==> config.mk <==
export PLATFORM = sky130hd
export DESIGN_NAME = alu_mul_seq
export DESIGN_NICKNAME = d
export VERILOG_FILES = /design/src/rtl/alu_mul_seq.sv
export SDC_FILE = /design/constraint.sdc
export NUM_CORES = 1
export LEC_CHECK = 0
export CELL_PAD_IN_SITES_DETAIL_PLACEMENT = 1
export CELL_PAD_IN_SITES_GLOBAL_PLACEMENT = 2
export CORE_ASPECT_RATIO = 0.6
export CORE_MARGIN = 2
export CORE_UTILIZATION = 23
export CTS_BUF_LIST = sky130_fd_sc_hd__clkbuf_16
export DETAILED_ROUTE_END_ITERATION = 16
export HOLD_SLACK_MARGIN = 0.03
export PLACE_DENSITY = 0.89
export REMOVE_ABC_BUFFERS = 1
export SETUP_SLACK_MARGIN = 0.2
export SYNTH_ARGS = -nofsm -noshare
export SYNTH_HDL_FRONTEND = slang
export SYNTH_SLANG_ARGS = --single-unit
export TNS_END_PERCENT = 10
==> constraint.sdc <==
create_clock -name clk -period 1.9 [get_ports clk]
set_input_delay 0.38 -clock clk [delete_from_list [all_inputs] [get_ports clk]]
set_output_delay 0.38 -clock clk [all_outputs]
set_load 0.01 [all_outputs]
==> src/rtl/alu_mul_seq.sv <==
// ---------------------------------------------------------------------------
// alu_mul_seq
//
// Iterative shift-and-add multiplier that borrows the shared execute-stage
// ALU as its adder. It produces the low WIDTH bits of op_a*op_b, which are
// the same for signed and unsigned operands, so no sign handling is needed.
// One multiplier bit is retired per BUSY cycle; with EARLY_EXIT set the
// sequence stops as soon as the remaining multiplier bits are all zero.
//
// Ports
//   clk, rst_n             clock and synchronous active-low reset
//   req_valid/req_ready    request handshake; op_a/op_b held while valid
//   op_a, op_b             multiplicand, multiplier
//   resp_valid/resp_ready  response handshake; result held until accepted
//   result                 low WIDTH bits of the product
//   alu_a, alu_b, alu_ctl  operands and control driven to the shared ALU
//   alu_out                ALU sum, used only while BUSY
// ---------------------------------------------------------------------------
`ifndef WORD_WIDTH
`define WORD_WIDTH 32
`endif
`ifndef ALU_CTL_WIDTH
`define ALU_CTL_WIDTH 4
`endif
`ifndef ALU_ADD
`define ALU_ADD 4'd2
`endif

module alu_mul_seq #(
    parameter int WIDTH      = `WORD_WIDTH,
    parameter bit EARLY_EXIT = 1'b1
) (
    input  logic                      clk,
    input  logic                      rst_n,
    input  logic                      req_valid,
    output logic                      req_ready,
    input  logic [WIDTH-1:0]          op_a,
    input  logic [WIDTH-1:0]          op_b,
    output logic                      resp_valid,
    input  logic                      resp_ready,
    output logic [WIDTH-1:0]          result,
    output logic [WIDTH-1:0]          alu_a,
    output logic [WIDTH-1:0]          alu_b,
    output logic [`ALU_CTL_WIDTH-1:0] alu_ctl,
    input  logic [WIDTH-1:0]          alu_out
);

    localparam int CNT_W = (WIDTH > 1) ? $clog2(WIDTH) : 1;
    localparam logic [CNT_W-1:0] CNT_LAST = CNT_W'(WIDTH - 1);

    typedef enum logic [1:0] {
        IDLE,
        BUSY,
        DONE
    } state_t;

    state_t           state_q, state_d;
    logic [WIDTH-1:0] acc_q, acc_d;
    logic [WIDTH-1:0] mcand_q, mcand_d;
    logic [WIDTH-1:0] mplier_q, mplier_d;
    logic [CNT_W-1:0] cnt_q, cnt_d;

    // State and datapath registers; reset drops any operation in flight.
    always_ff @(posedge clk) begin
        if (!rst_n) begin
            state_q  <= IDLE;
            acc_q    <= '0;
            mcand_q  <= '0;
            mplier_q <= '0;
            cnt_q    <= '0;
        end else begin
            state_q  <= state_d;
            acc_q    <= acc_d;
            mcand_q  <= mcand_d;
            mplier_q <= mplier_d;
            cnt_q    <= cnt_d;
        end
    end

    // Next-state and datapath update. In BUSY the ALU sums acc and the
    // shifted multiplicand; the sum is kept only when the current multiplier
    // bit is set. The exit test looks at the already-shifted multiplier so
    // that op_b == 0 still spends exactly one BUSY cycle.
    always_comb begin
        state_d  = state_q;
        acc_d    = acc_q;
        mcand_d  = mcand_q;
        mplier_d = mplier_q;
        cnt_d    = cnt_q;
        case (state_q)
            IDLE: begin
                if (req_valid) begin
                    acc_d    = '0;
                    mcand_d  = op_a;
                    mplier_d = op_b;
                    cnt_d    = '0;
                    state_d  = BUSY;
                end
            end
            BUSY: begin
                if (mplier_q[0]) begin
                    acc_d = alu_out;
                end
                mcand_d  = mcand_q << 1;
                mplier_d = mplier_q >> 1;
                cnt_d    = cnt_q + CNT_W'(1);
                if ((cnt_q == CNT_LAST) || (EARLY_EXIT && (mplier_d == '0))) begin
                    state_d = DONE;
                end
            end
            DONE: begin
                if (resp_ready) begin
                    state_d = IDLE;
                end
            end
            default: begin
                state_d = IDLE;
            end
        endcase
    end

    // Handshake outputs come from the state register; they are also forced
    // low while reset is held so nothing downstream sees a stale response.
    assign req_ready  = rst_n && (state_q == IDLE);
    assign resp_valid = rst_n && (state_q == DONE);
    assign result     = rst_n ? acc_q : '0;

    assign alu_a   = acc_q;
    assign alu_b   = mcand_q;
    assign alu_ctl = `ALU_ADD;

endmodule

==> results of run 1 <==
-- cell type report --
type                            instances  area (µm²)  area share, %
Clock buffer                            9         225           3.34
Sequential cell                       103        2060           30.6
Tap cell                              240         300           4.45
Multi-Input combinational cell        306        1840           27.3
Clock inverter                          7        50.0          0.742
Timing Repair Buffer                  223        2260           33.5
Inverter                                1        3.75         0.0557
-- flip-flops by register name, indices dropped and copies added, names as in the netlist --
name      flops
alu_a        32
alu_b        32
cnt_q         5
mplier_q     32
state_q       2
-- stage by stage --
step | cell area, µm² | power (mW) | TNS, ps | util [%] | worst slack (ps)
6_report | 6740 | 5.28 | 0 | 37.5 | 107
4_1_cts | 6730 | 5.34 | 0 | 37.4 | 61.0
3_5_place_dp | 6430 | 3.56 | -10670 | 35.8 | -387
5_1_grt | 6740 | 5.52 | 0 | 37.5 | 65.7
2_1_floorplan | 3890 | 2.88 | -91120 | - | -1040
3_3_place_gp | 6430 | 3.52 | -9760 | 35.8 | -320
-- final timing paths --
kind | to | slack [ps]
hold / removal | alu_b[7] | 470
setup / recovery | result[6] | 110
setup reg to reg | alu_a[7] | 240
hold reg to reg | alu_b[7] | 470
-- logic make-up after synthesis --
logic type | count (synthesis) | share of synthesized area, %
buffers and inverters | 45 | 7.26
adder cells (fa/ha/maj) | 2 | 0.597
AND/OR/NAND/NOR | 133 | 15.8
AO/OA/AOI/OAI | 167 | 26.9
flip-flops | 103 | 49.2
other | 2 | 0.179
-- worst register-to-register path, cell delays in order, from the launching register on --
cell     delay, ps
dfxtp_1        480
nor2b_4        400
and3_4         500
a22o_1         200
-- layout by cell type (no fill, tap or decap), types with 2 or more instances in the layout --
master           synthesis  layout
dlygate4sd2_1            0      17
dfxtp_1                103     102
and3_1                   2       2
a22o_1                  32      32
nand2b_1                 2       2
clkinvlp_4               0       3
conb_1                   2       4
a21oi_1                 67      67
o21ai_0                  2       2
buf_12                   0       6
nor3_1                   3       2
clkdlybuf4s50_1          0     173
clkbuf_16                0       9
nor4_1                   7       7
dlymetal6s2s_1           0       5
ha_1                     2       2
nand3_1                  4       4
a22oi_1                 61      61
nand4_1                  3       3
and2_1                  32      32
buf_4                    5      18
nor2_1                   8       8
nand2_1                 67      67
-- power groups by stage --
stage / Sequential (mW) / Clock, mW / Combinational (mW)
floorplan: 2.47 / 0 / 0.411
global placement: 2.45 / 0 / 1.06
detailed placement: 2.46 / 0 / 1.10
CTS: 2.41 / 1.82 / 1.11
global route: 2.43 / 1.90 / 1.19
finish: 2.41 / 1.77 / 1.09
-- timing repair --
action | CTS | global route
gates cloned | 1 | 0
endpoints found under the setup margin | 35 | 62
pin swaps | 0 | 0
hold endpoints to repair | 0 | 0
resized for setup | 27 | 6
-- routing by layer --
layer	up-vias	part of all wire [%]
met4	0	0.62
met1	2032	48
met3	8	5.8
met2	103	46
met5	-	0
li1	2007	-
==> results.md, run 1 <==
- The flow ran to the end, and the final reports show no timing, DRC or antenna violations.
- The worst min-delay path startpoint is alu_b[7].
- Yosys printed 0 warnings.
- The class of the tightest hold or removal check is flip-flop to flip-flop.
- The detail-routed net length per standard cell is ~17 µm.
- The critical path class is input port to primary output.
- Fill cells in the final layout number 2060.
- The y dimension of the die is approximately 110 µm.
- The clock share of power is between 30 and 40%.
- The number of design rule violations left after detail routing is 0.
- The flip-flop and latch count after synthesis is 103.
- The highest net fanout along the worst path is 13.
- The wire-length estimate of the detail-placed layout is 11100 µm.
- For this run, the slowest stage of the critical path takes 540 ps.
- The total number of H-tree levels is 3.
- The number of cells on the worst hold path is 2.
- The count of flip-flops with a built-in enable after synthesis is 0.
- At the worst endpoint, the arrival time is 1410 ps.
- The pin count of the biggest net entering global routing is 46.
- The post-synthesis cell area is between 4000 and 5000 µm².
- The first global-routing pass estimated 22800 µm of wire.
- The via count of the first global-routing pass came to roughly 4200.
- Walking the worst path, the cells encountered are buf_2, buf_8, and2_1, clkdlybuf4s50_1.
- In this run the deepest clock path goes through 2 buffers.
- The logic depth of the worst setup path including buffers is 4.
- Setup violations remaining at the end of the flow were counted as 0.
- The initial antenna violation count is 0.
- The worst path in the final design needs a cycle of about 1800 ps, including I/O delays and setup.
- The primary flip-flop cell chosen by synthesis mapping is dfxtp_1.
- The launching point of the worst reg2reg path is state_q[0].
- The post-synthesis instance total is 452.
- The critical path endpoint category is a primary output.
- The fmax is roughly 560 MHz.
- The power per cell area is 782 nW/µm².
- The number of DRC violations after detailed-routing iteration 0 is 206.
- The total CTS buffers is 9.
- The clock latency on the worst-skew pair is 350 ps.
- The average vias per placed instance is 4.67.
- The launch point of the worst path is rst_n.
- The count of antenna-violating nets left after detailed routing is 0.
- The switching power as a share of total power is 28.7%.
- STA puts the critical path data required time at roughly 1500 ps.
- The net load switching power is 1.51 mW.
- The initialized floorplan defines 38 standard-cell rows.
- For this design, the sink count on the clock tree is approximately 100.
- In the global route stage, met3 resource usage came out at around 4.4%.
- Once layout is complete, the cells apart from fillers number between 800 and 900.
- Setup repair after global routing could not meet its margin everywhere.
- The total number of vias is 4150.
- The number of slew-limit violations in the final report is 0.
- The clock transition time at the flip-flop clock pins of the worst setup and hold paths is ~70 ps.
- The kind of cell with the highest combined delay along the critical path is buffers and inverters.
- The total overflow left after global routing is 0.
- For this run, asynchronously set or reset flops after synthesis account for 0%.
- The number of failing hold endpoints at the final stage is 0.
- Clock tree synthesis selected as its root buffer the cell clkbuf_16.
- Pin placement for this block handled 202 I/O pins.
- Routability-driven placement finished with a final weighted congestion of 0.773.
- Global routing used 15.0% of the available tracks across all layers.
- The horizontal die dimension is around 180 µm.
- The area of the core is 18000 µm².
- The routing usage on met1 is 20.2%.
- The number of distinct library cells after synthesis is 31.
- The post-layout net count is approximately 750.
- The floorplan step defined a die boundary enclosing 19300 µm².
- The power share of the sequential group is between 40% and 50%.
- After clock tree synthesis, the flow added hold-fix buffers numbering 0.
- The max-capacitance violation count is 0.
- In this run the post-CTS setup repair buffer count came out at 0.
- Counting both buffers and inverters, the worst setup path holds a total of 3.
- Ranked by instance count, the synthesized netlist is headed by 103 x dfxtp_1, 67 x a21oi_1, 67 x nand2_1.
- By area the synthesized netlist is led by dfxtp_1 49%, a22oi_1 11%, a21oi_1 8.0%.
- The slowest cell on the critical path is clkdlybuf4s50_1.
- Summed over all instances, the cell type with the most area after synthesis is dfxtp_1.
- The final setup skew is between 10 and 15 ps.
- Yosys instantiated no cell more often than dfxtp_1.
- The depth of the worst register-to-register path is 3.
- Counting tap cells, the placed design contains a total of approximately 870 instances.
- The per-instance average area after synthesis is 9.26 µm².
- During placement, the flow inserted port buffers numbering 197.
- The hold slack is 474 ps.
- The part of the Yosys area used for sequential elements is 49.2%.
- The routed design has about 15000 µm of wire.
- Summed over all cells, the static leakage comes to 2.60 nW.
- The startpoint class of the critical path is an input port.
- The internal power contribution is 3.76 mW.
- The length of the first detailed-routing pass in iterations is 4.
- Relative to the synthesized area, the layout overhead comes to 61.0%.
- The routing usage on met2 is 23.9%.
- 0 antenna diodes ended up in the layout.
- VDD sags by at most 0.000373 V.
- In the final layout, the share of cells above drive strength 1 is 7.70%.
- TritonCTS built the clock tree.
- The share of the clock period used by the worst path is approximately 94%.
- The initial core utilization is between 20% and 30%.
- The logic gate share of total power is 20.7%.
- The synthesized design devotes to its leading area cell type 49.2% of total area.
- The most congested layer reported by global routing is met2.
Note: power is estimated with default switching activity, not from simulation.
==> run 2, diff against run 1 <==
--- a/config.mk
+++ b/config.mk
@@ -8,7 +8,6 @@
 export CELL_PAD_IN_SITES_DETAIL_PLACEMENT = 1
 export CELL_PAD_IN_SITES_GLOBAL_PLACEMENT = 2
 export CORE_ASPECT_RATIO = 0.6
-export CORE_MARGIN = 2
 export CORE_UTILIZATION = 23
 export CTS_BUF_LIST = sky130_fd_sc_hd__clkbuf_16
 export DETAILED_ROUTE_END_ITERATION = 16
==> results.md, run 2 (synthesis gave the netlist of run 1 again) <==
- The net load switching power is 1.45 mW (-4.1%).
- The depth of the worst register-to-register path is 5 (+2).
- The tightest slew margin relative to the limit is 55.8%.
- The worst setup path is of the flip-flop to primary output kind.
- The final setup skew is 7.95 ps (-4.95 ps).
- The area of the core came to 17500 µm² (-2.9%).
- The number of DRC violations after detailed-routing iteration 0 came to 224 (+8.7%).
- The filler cell count is 2016 (-2.1%).
- The internal power contribution came to 3.89 mW (+3.4%).
- Setup repair after global routing could not meet its margin everywhere.
- The length of the first detailed-routing pass in iterations came to 4 (unchanged).
- The slowest cell on the critical path is clkdlybuf4s50_1.
- The class of the tightest hold or removal check is flip-flop to flip-flop.
- The detail-routed net length per standard cell is 16.9 µm (-0.54%).
- The total number of H-tree levels came to 3 (unchanged).
- The number of cells on the worst hold path is 2 (unchanged).
- The final standard cell count with taps included and fillers excluded is 890 (+0.11%).
- The post-DP HPWL came to 11000 µm (-0.27%).
- The library cell used most frequently in the layout, excluding fill and tap cells, is clkdlybuf4s50_1.
- The area growth from synthesis to layout is 62.0%.
- The least setup slack across all paths after layout is 212 ps (+104 ps).
- The detailed-routing wirelength on met1 is 6700 µm (-7.5%).
- The number of placed cells counting well taps came to 870 (-0.23%).
- The post-layout net count was 754 (+1.1%).
- The worst path required time is 1520 ps (about the same).
- The number of top-level pins was 202 (unchanged).
- STA classifies the critical path endpoint as a primary output.
- The number of failing hold endpoints at the final stage is 0 (unchanged).
- The quantity of hold-fixing buffers added after cts is 0 (unchanged).
- The number of buffer and inverter instances along the worst setup path is 1 (-2).
- The setup-violating endpoint count in the final report is 0 (unchanged).
- The horizontal die dimension is 176 µm (-1.1%).
- The hold slack came to 474 ps (-0.0100 ps).
- The power share of the sequential group is 45.2% (-0.5 points).
- The max-capacitance violation count is 0 (unchanged).
- The endpoint of the worst hold path is alu_b[29].
- The clock tree root buffer cell is clkbuf_16.
- The total number of vias is 4176 (+0.63%).
- The antenna diode count is 0 (unchanged).
- The highest net fanout along the worst path came to 3 (-10).
- The run finished with clean final reports.
- The slew at the pin with the worst max-slew slack is 663 ps.
- The startpoint class of the critical path is a flip-flop.
- The arrival time of data at the critical path endpoint came to 1310 ps (-100 ps).
- The met2 routed wirelength is 7030 µm (+2.4%).
- The initial antenna violation count is 0 (unchanged).
- The worst min-delay path startpoint is alu_b[29].
- The overflow left after global routing is 0 (unchanged).
- The fraction of layout instances using a drive strength above 1 is 8.99% (+1.3 points).
- The total number of clock tree sinks is 103 (unchanged).
- The shortest period the worst path allows came to 1690 ps (-104 ps).
- The count of antenna-violating nets left after detailed routing was 0 (unchanged).
- The switching power as a share of total power is 27.2% (-1.5 points).
- The total CTS buffers was 9 (unchanged).
- The power per cell area is 787 nW/µm² (+0.63%).
- The overall power consumption is 5.34 mW (+1.2%).
- The highest metal layer carrying signal wires in the routed design is met4.
- The share of the clock period used by the worst path is 88.9% (-5.5 points).
- The overall fraction of global-route tracks in use is 15.8% (+0.80 points).
- The routed wire length is 15000 µm (-0.43%).
- The destination of the worst register-to-register timing path is alu_a[31].
- The via count of the first global-routing pass was 4390 (+4.3%).
- The number of design rule violations left after detail routing was 0 (unchanged).
- The CTS tree is built.
- The static power due to leakage is 2.60 nW (-0.20%).
- The clock share of power is 34.4% (+0.9 points).
- The clock transition time at the flip-flop clock pins of the worst setup and hold paths came to 70 ps (about the same).
- The worst slack after detailed placement is -493 ps (-106 ps).
- The initial core utilization came to 24.0% (+0.69 points).
- The number of rows created at floorplan is 37 (-2.6%).
- The launching point of the worst reg2reg path is state_q[0].
- The wire length of the first global-routing pass is 23400 µm (+2.9%).
- The fmax is 592 MHz (+6.2%).
- The detailed-routed wire length on met3 is 1170 µm (+33%).
- The pin count of the biggest net entering global routing is 61 (+33%).
- The critical path goes through clkdlybuf4s50_1.
- In the layout the commonest cells are 162 x clkdlybuf4s50_1, 103 x dfxtp_1, 67 x nand2_1, 67 x a21oi_1, 61 x a22oi_1.
- The delay of the slowest critical-path stage is 570 ps (+30 ps).
- The number of buffers inserted by port buffering is 197 (unchanged).
- The peak supply drop came to 0.000448 V (+20%).
- The final weighted congestion in routability-driven placement is 0.900 (+16%).
- The floorplan die area is 18800 µm² (-2.9%).
- The largest buffer count on any clock path is 2 (unchanged).
- The kind of cell with the highest combined delay along the critical path is buffers and inverters.
- The worst reg-to-reg setup slack was 360 ps (+120 ps).
- The clock latency on the worst-skew pair is 340 ps (about the same).
- The logic gate share of total power came to 20.5% (-0.2 points).
- The number of slew-limit violations in the final report was 0 (unchanged).
- The average vias per placed instance is 4.69 (+0.51%).
- The y dimension of the die is 107 µm (-1.8%).
-- run 2: cell count changes in the layout (fill, tap and decap cells not counted), sizes merged, moves of 4 or more --
cell / before / now
buf: 26 / 34
clkdlybuf4s50: 173 / 162
dlygate4sd2: 17 / 21
dlymetal6s2s: 5 / 0
clkdlybuf4s15: 1 / 12
-- run 2: layout make-up --
| cell class | instances | area, µm² | area share, % |
|---|---|---|---|
| Clock buffer | 9 | 225 | 3.32 |
| Inverter | 1 | 3.75 | 0.0553 |
| Clock inverter | 6 | 62.6 | 0.922 |
| Sequential cell | 103 | 2060 | 30.4 |
| Tap cell | 234 | 293 | 4.32 |
| Multi-Input combinational cell | 306 | 1840 | 27.1 |
| Timing Repair Buffer | 231 | 2300 | 33.8 |
-- run 2: per-layer routing --
metal,GRT usage [%],vias up
met4,3.35,0
li1,-,2026
met5,0,-
met3,5.58,11
met2,26.6,133
met1,19.2,2006
-- run 2: how the worst max path moves through the flow --
stage / endpoint / depth (start not counted) / from / slack [ps]
floorplan: alu_a[0] / 3 / state_q[0] / -1040
detailed placement: req_ready / 5 / rst_n / -490
finish: alu_b[9] / 1 / alu_b[9] / 210
global route: req_ready / 2 / state_q[0] / 150
CTS: resp_valid / 3 / state_q[0] / 170
global placement: req_ready / 5 / rst_n / -420
-- run 2: tightest hold or removal path: cells and delay by family, from the launching register on --
kind | cells | cell delay (ps)
compound gates | 1 | 50
flops | 1 | 320
simple gates | 1 | 60
-- run 2: power groups by stage --
| stage | sequential [mW] | clock [mW] | combinational (mW) |
|---|---|---|---|
| after CTS | 2.41 | 1.92 | 1.08 |
| after detailed placement | 2.46 | 0 | 1.07 |
| final | 2.41 | 1.84 | 1.09 |
| after floorplan | 2.47 | 0 | 0.411 |
| after global placement | 2.45 | 0 | 1.04 |
| after global routing | 2.43 | 2.02 | 1.19 |
-- run 2: per-stage QoR --
stage / utilization, % / cell area, µm² / setup TNS [ps]
after detailed placement: 36.9 / 6440 / -12300
final: 38.9 / 6780 / 0
after global routing: 38.9 / 6780 / 0
after global placement: 36.9 / 6440 / -10020
after floorplan: - / 3890 / -91120
after CTS: 38.6 / 6740 / 0
-- run 2: what timing repair did --
| action | CTS | global route |
|---|---|---|
| gates resized for setup | 54 | 2 |
| endpoints found under the setup margin | 35 | 99 |
| gates cloned | 1 | 0 |
| setup buffers | 0 | 4 |
==> run 3, diff against run 2 <==
--- a/config.mk
+++ b/config.mk
@@ -18,4 +18,4 @@
 export SYNTH_ARGS = -nofsm -noshare
 export SYNTH_HDL_FRONTEND = slang
 export SYNTH_SLANG_ARGS = --single-unit
-export TNS_END_PERCENT = 10
+export TNS_END_PERCENT = 1
==> results.md, run 3 (synthesis gave the netlist of run 1 again) <==
- The largest buffer count on any clock path was 2 (unchanged).
- The max-capacitance violation count is 0 (unchanged).
- The area of the core is 17500 µm² (unchanged).
- The number of slew-limit violations in the final report came to 0 (unchanged).
- The class of the tightest hold or removal check is flip-flop to flip-flop.
- The worst min-delay path startpoint is alu_b[29].
- The area taken by flip-flops and latches is 2060 µm² (unchanged).
- The number of rows created at floorplan came to 37 (unchanged).
- The delay of the slowest critical-path stage is 290 ps (-280 ps).
- Setup repair after global routing could not meet its margin everywhere.
- The detail-routed net length per standard cell is 16.9 µm (+0.38%).
- The worst reg-to-reg setup slack is 250 ps (-110 ps).
- The filler cell count came to 2017 (+0.050%).
- The launching point of the worst reg2reg path is state_q[0].
- The wire length of the first global-routing pass is 23400 µm (about the same).
- The total number of clock tree sinks is 103 (unchanged).
- The hold slack was 474 ps (+0.109 ps).
- The number of placed cells counting well taps is 870 (unchanged).
- TritonCTS built the clock tree.
- The clock latency on the worst-skew pair was 340 ps (about the same).
- The final weighted congestion in routability-driven placement is 0.900 (unchanged).
- The initial core utilization is 24.0% (unchanged).
- The antenna diode count is 0 (unchanged).
- The shortest period the worst path allows is 1740 ps (+49.6 ps).
- The arrival time of data at the critical path endpoint came to 1360 ps (+50 ps).
- The tightest slew margin relative to the limit is 55.3% (-0.53 points).
- The setup-violating endpoint count in the final report came to 0 (unchanged).
- The final setup skew is 7.90 ps (-0.0519 ps).
- The final standard cell count with taps included and fillers excluded is 886 (-0.45%).
- The logic depth of the worst setup path including buffers came to 4 (+3).
- The post-CTS setup buffer count is 0 (unchanged).
- The depth of the worst register-to-register path was 4 (-1).
- The via count of the first global-routing pass is 4384 (-0.14%).
- The top cell types in the final layout, fill and taps aside, are 162 x clkdlybuf4s50_1, 103 x dfxtp_1, 67 x nand2_1, 67 x a21oi_1, 61 x a22oi_1.
- The startpoint class of the critical path is an input port.
- The most common cell after layout, fill and taps aside is clkdlybuf4s50_1.
- The total number of vias is 4181 (+0.12%).
- The number of top-level pins came to 202 (unchanged).
- The run finished with clean final reports.
- The power per cell area is 788 nW/µm² (about the same).
- The highest net fanout along the worst path was 12 (+9).
- The static power due to leakage is 2.57 nW (-0.95%).
- The total CTS buffers is 9 (unchanged).
- The fmax is 575 MHz (-2.9%).
- The routed wire length was 15000 µm (about the same).
- Compared with the post-synthesis result, the final layout area differs by 61.2%.
- The number of failing hold endpoints at the final stage is 0 (unchanged).
- The length of the first detailed-routing pass in iterations is 5 (+1).
- The number of buffers inserted by port buffering is 197 (unchanged).
- The slowest cell on the critical path is bufbuf_16.
- The slew at the pin with the worst max-slew slack is 670 ps (+7.94 ps).
- The overall fraction of global-route tracks in use is 15.8% (about the same).
- The worst path required time came to 1520 ps (about the same).
- The average vias per placed instance is 4.72 (+0.57%).
- The y dimension of the die was 107 µm (unchanged).
- The peak supply drop is 0.000448 V (about the same).
- The post-DP HPWL is 11000 µm (unchanged).
- The number of DRC violations after detailed-routing iteration 0 is 217 (-3.1%).
- Grouping stages by cell kind, the critical path spends the most delay in buffers and inverters.
- The number of design rule violations left after detail routing is 0 (unchanged).
- The clock tree root buffer cell is clkbuf_16.
- The post-layout net count was 750 (-0.53%).
- The launch point of the worst path is rst_n.
- The worst setup path is of the input port to primary output kind.
- The capturing instance or port of the critical path is result[31].
- The horizontal die dimension is 176 µm (unchanged).
- The floorplan die area is 18800 µm² (unchanged).
- The multi-input gate area in the final layout was 1840 µm² (-0.14%).
- The overflow left after global routing is 0 (unchanged).
- The clock transition time at the flip-flop clock pins of the worst setup and hold paths is 60 ps (about the same).
- The share of the clock period used by the worst path is 91.5% (+2.6 points).
- The count of antenna-violating nets left after detailed routing is 0 (unchanged).
- The quantity of hold-fixing buffers added after cts was 0 (unchanged).
- The pin count of the biggest net entering global routing is 61 (unchanged).
- The worst slack after detailed placement is -493 ps (unchanged).
- The fraction of layout instances using a drive strength above 1 is 8.13% (-0.87 points).
- The least setup slack across all paths after layout was 162 ps (-49.6 ps).
- The destination of the worst register-to-register timing path is alu_b[24].
- The total number of H-tree levels is 3 (unchanged).
- The initial antenna violation count is 0 (unchanged).
- Traced cell by cell, the critical path runs through clkdlybuf4s15_2, bufbuf_16, and2_1, dlygate4sd2_1.
- The number of buffer and inverter instances along the worst setup path is 3 (+2).
- The worst setup path is captured at a primary output.
-- run 3: cell types whose count changed in the layout (fill, tap and decap cells not counted) --
cell	delta
clkdlybuf4s15_2	+1
and2_1	+1
buf_2	-1
buf_12	-1
clkbuf_2	-1
buf_4	-3
clkdlybuf4s15_1	+1
and2_4	-1
-- run 3: worst min-delay path by stage --
stage               cells after the start  slack, ps            to
floorplan                               2        450  mplier_q[18]
global placement                        2        460     alu_b[26]
detailed placement                      2        460     alu_b[29]
CTS                                     2        470     alu_b[29]
global route                            2        490     alu_b[29]
finish                                  2        470     alu_b[29]
-- run 3: report_power, final --
| part | internal, mW | switching (mW) | leakage (nW) |
|---|---|---|---|
| clock network | 1.01 | 0.824 | 0.139 |
| logic | 0.557 | 0.511 | 1.59 |
| registers | 2.30 | 0.114 | 0.841 |
| total | 3.87 | 1.45 | 2.57 |
-- run 3: what timing repair did --
| action | 4_1_cts | 5_1_grt |
|---|---|---|
| gates resized for setup | 52 | 1 |
| pin swaps | 0 | 0 |
| gates cloned | 1 | 0 |
| setup endpoints to repair | 35 | 121 |
| hold endpoints to repair | 0 | 0 |
-- run 3: layout make-up --
class / count / area share (%)
Clock buffer: 9 / 3.34
Timing Repair Buffer: 227 / 33.5
Sequential cell: 103 / 30.5
Tap cell: 234 / 4.34
Multi-Input combinational cell: 306 / 27.2
Inverter: 1 / 0.0556
Clock inverter: 6 / 0.927
-- run 3: routing by layer --
metal | wire length [µm] | track usage (%) | part of all wire, %
met5 | 0 | 0 | 0
met2 | 6990 | 26.6 | 47
met3 | 1160 | 5.58 | 7.7
met1 | 6740 | 19.2 | 45
met4 | 115 | 3.35 | 0.77
-- run 3: worst register-to-register path, stage by stage, from the launching register on --
cell     delay (ps)
dfxtp_1         470
nor2b_4         410
buf_4           400
a22oi_1         150
a21oi_1         160
-- run 3: through the flow --
step                      util (%)  TNS [ps]  instance area (µm²)  power [mW]
final                         38.7         0                 6750        5.32
after global routing          38.7         0                 6750        5.61
after CTS                     38.7         0                 6750        5.41
after detailed placement      36.9    -12300                 6440        3.53
after global placement        36.9    -10020                 6440        3.49
after floorplan                  -    -91120                 3890        2.88
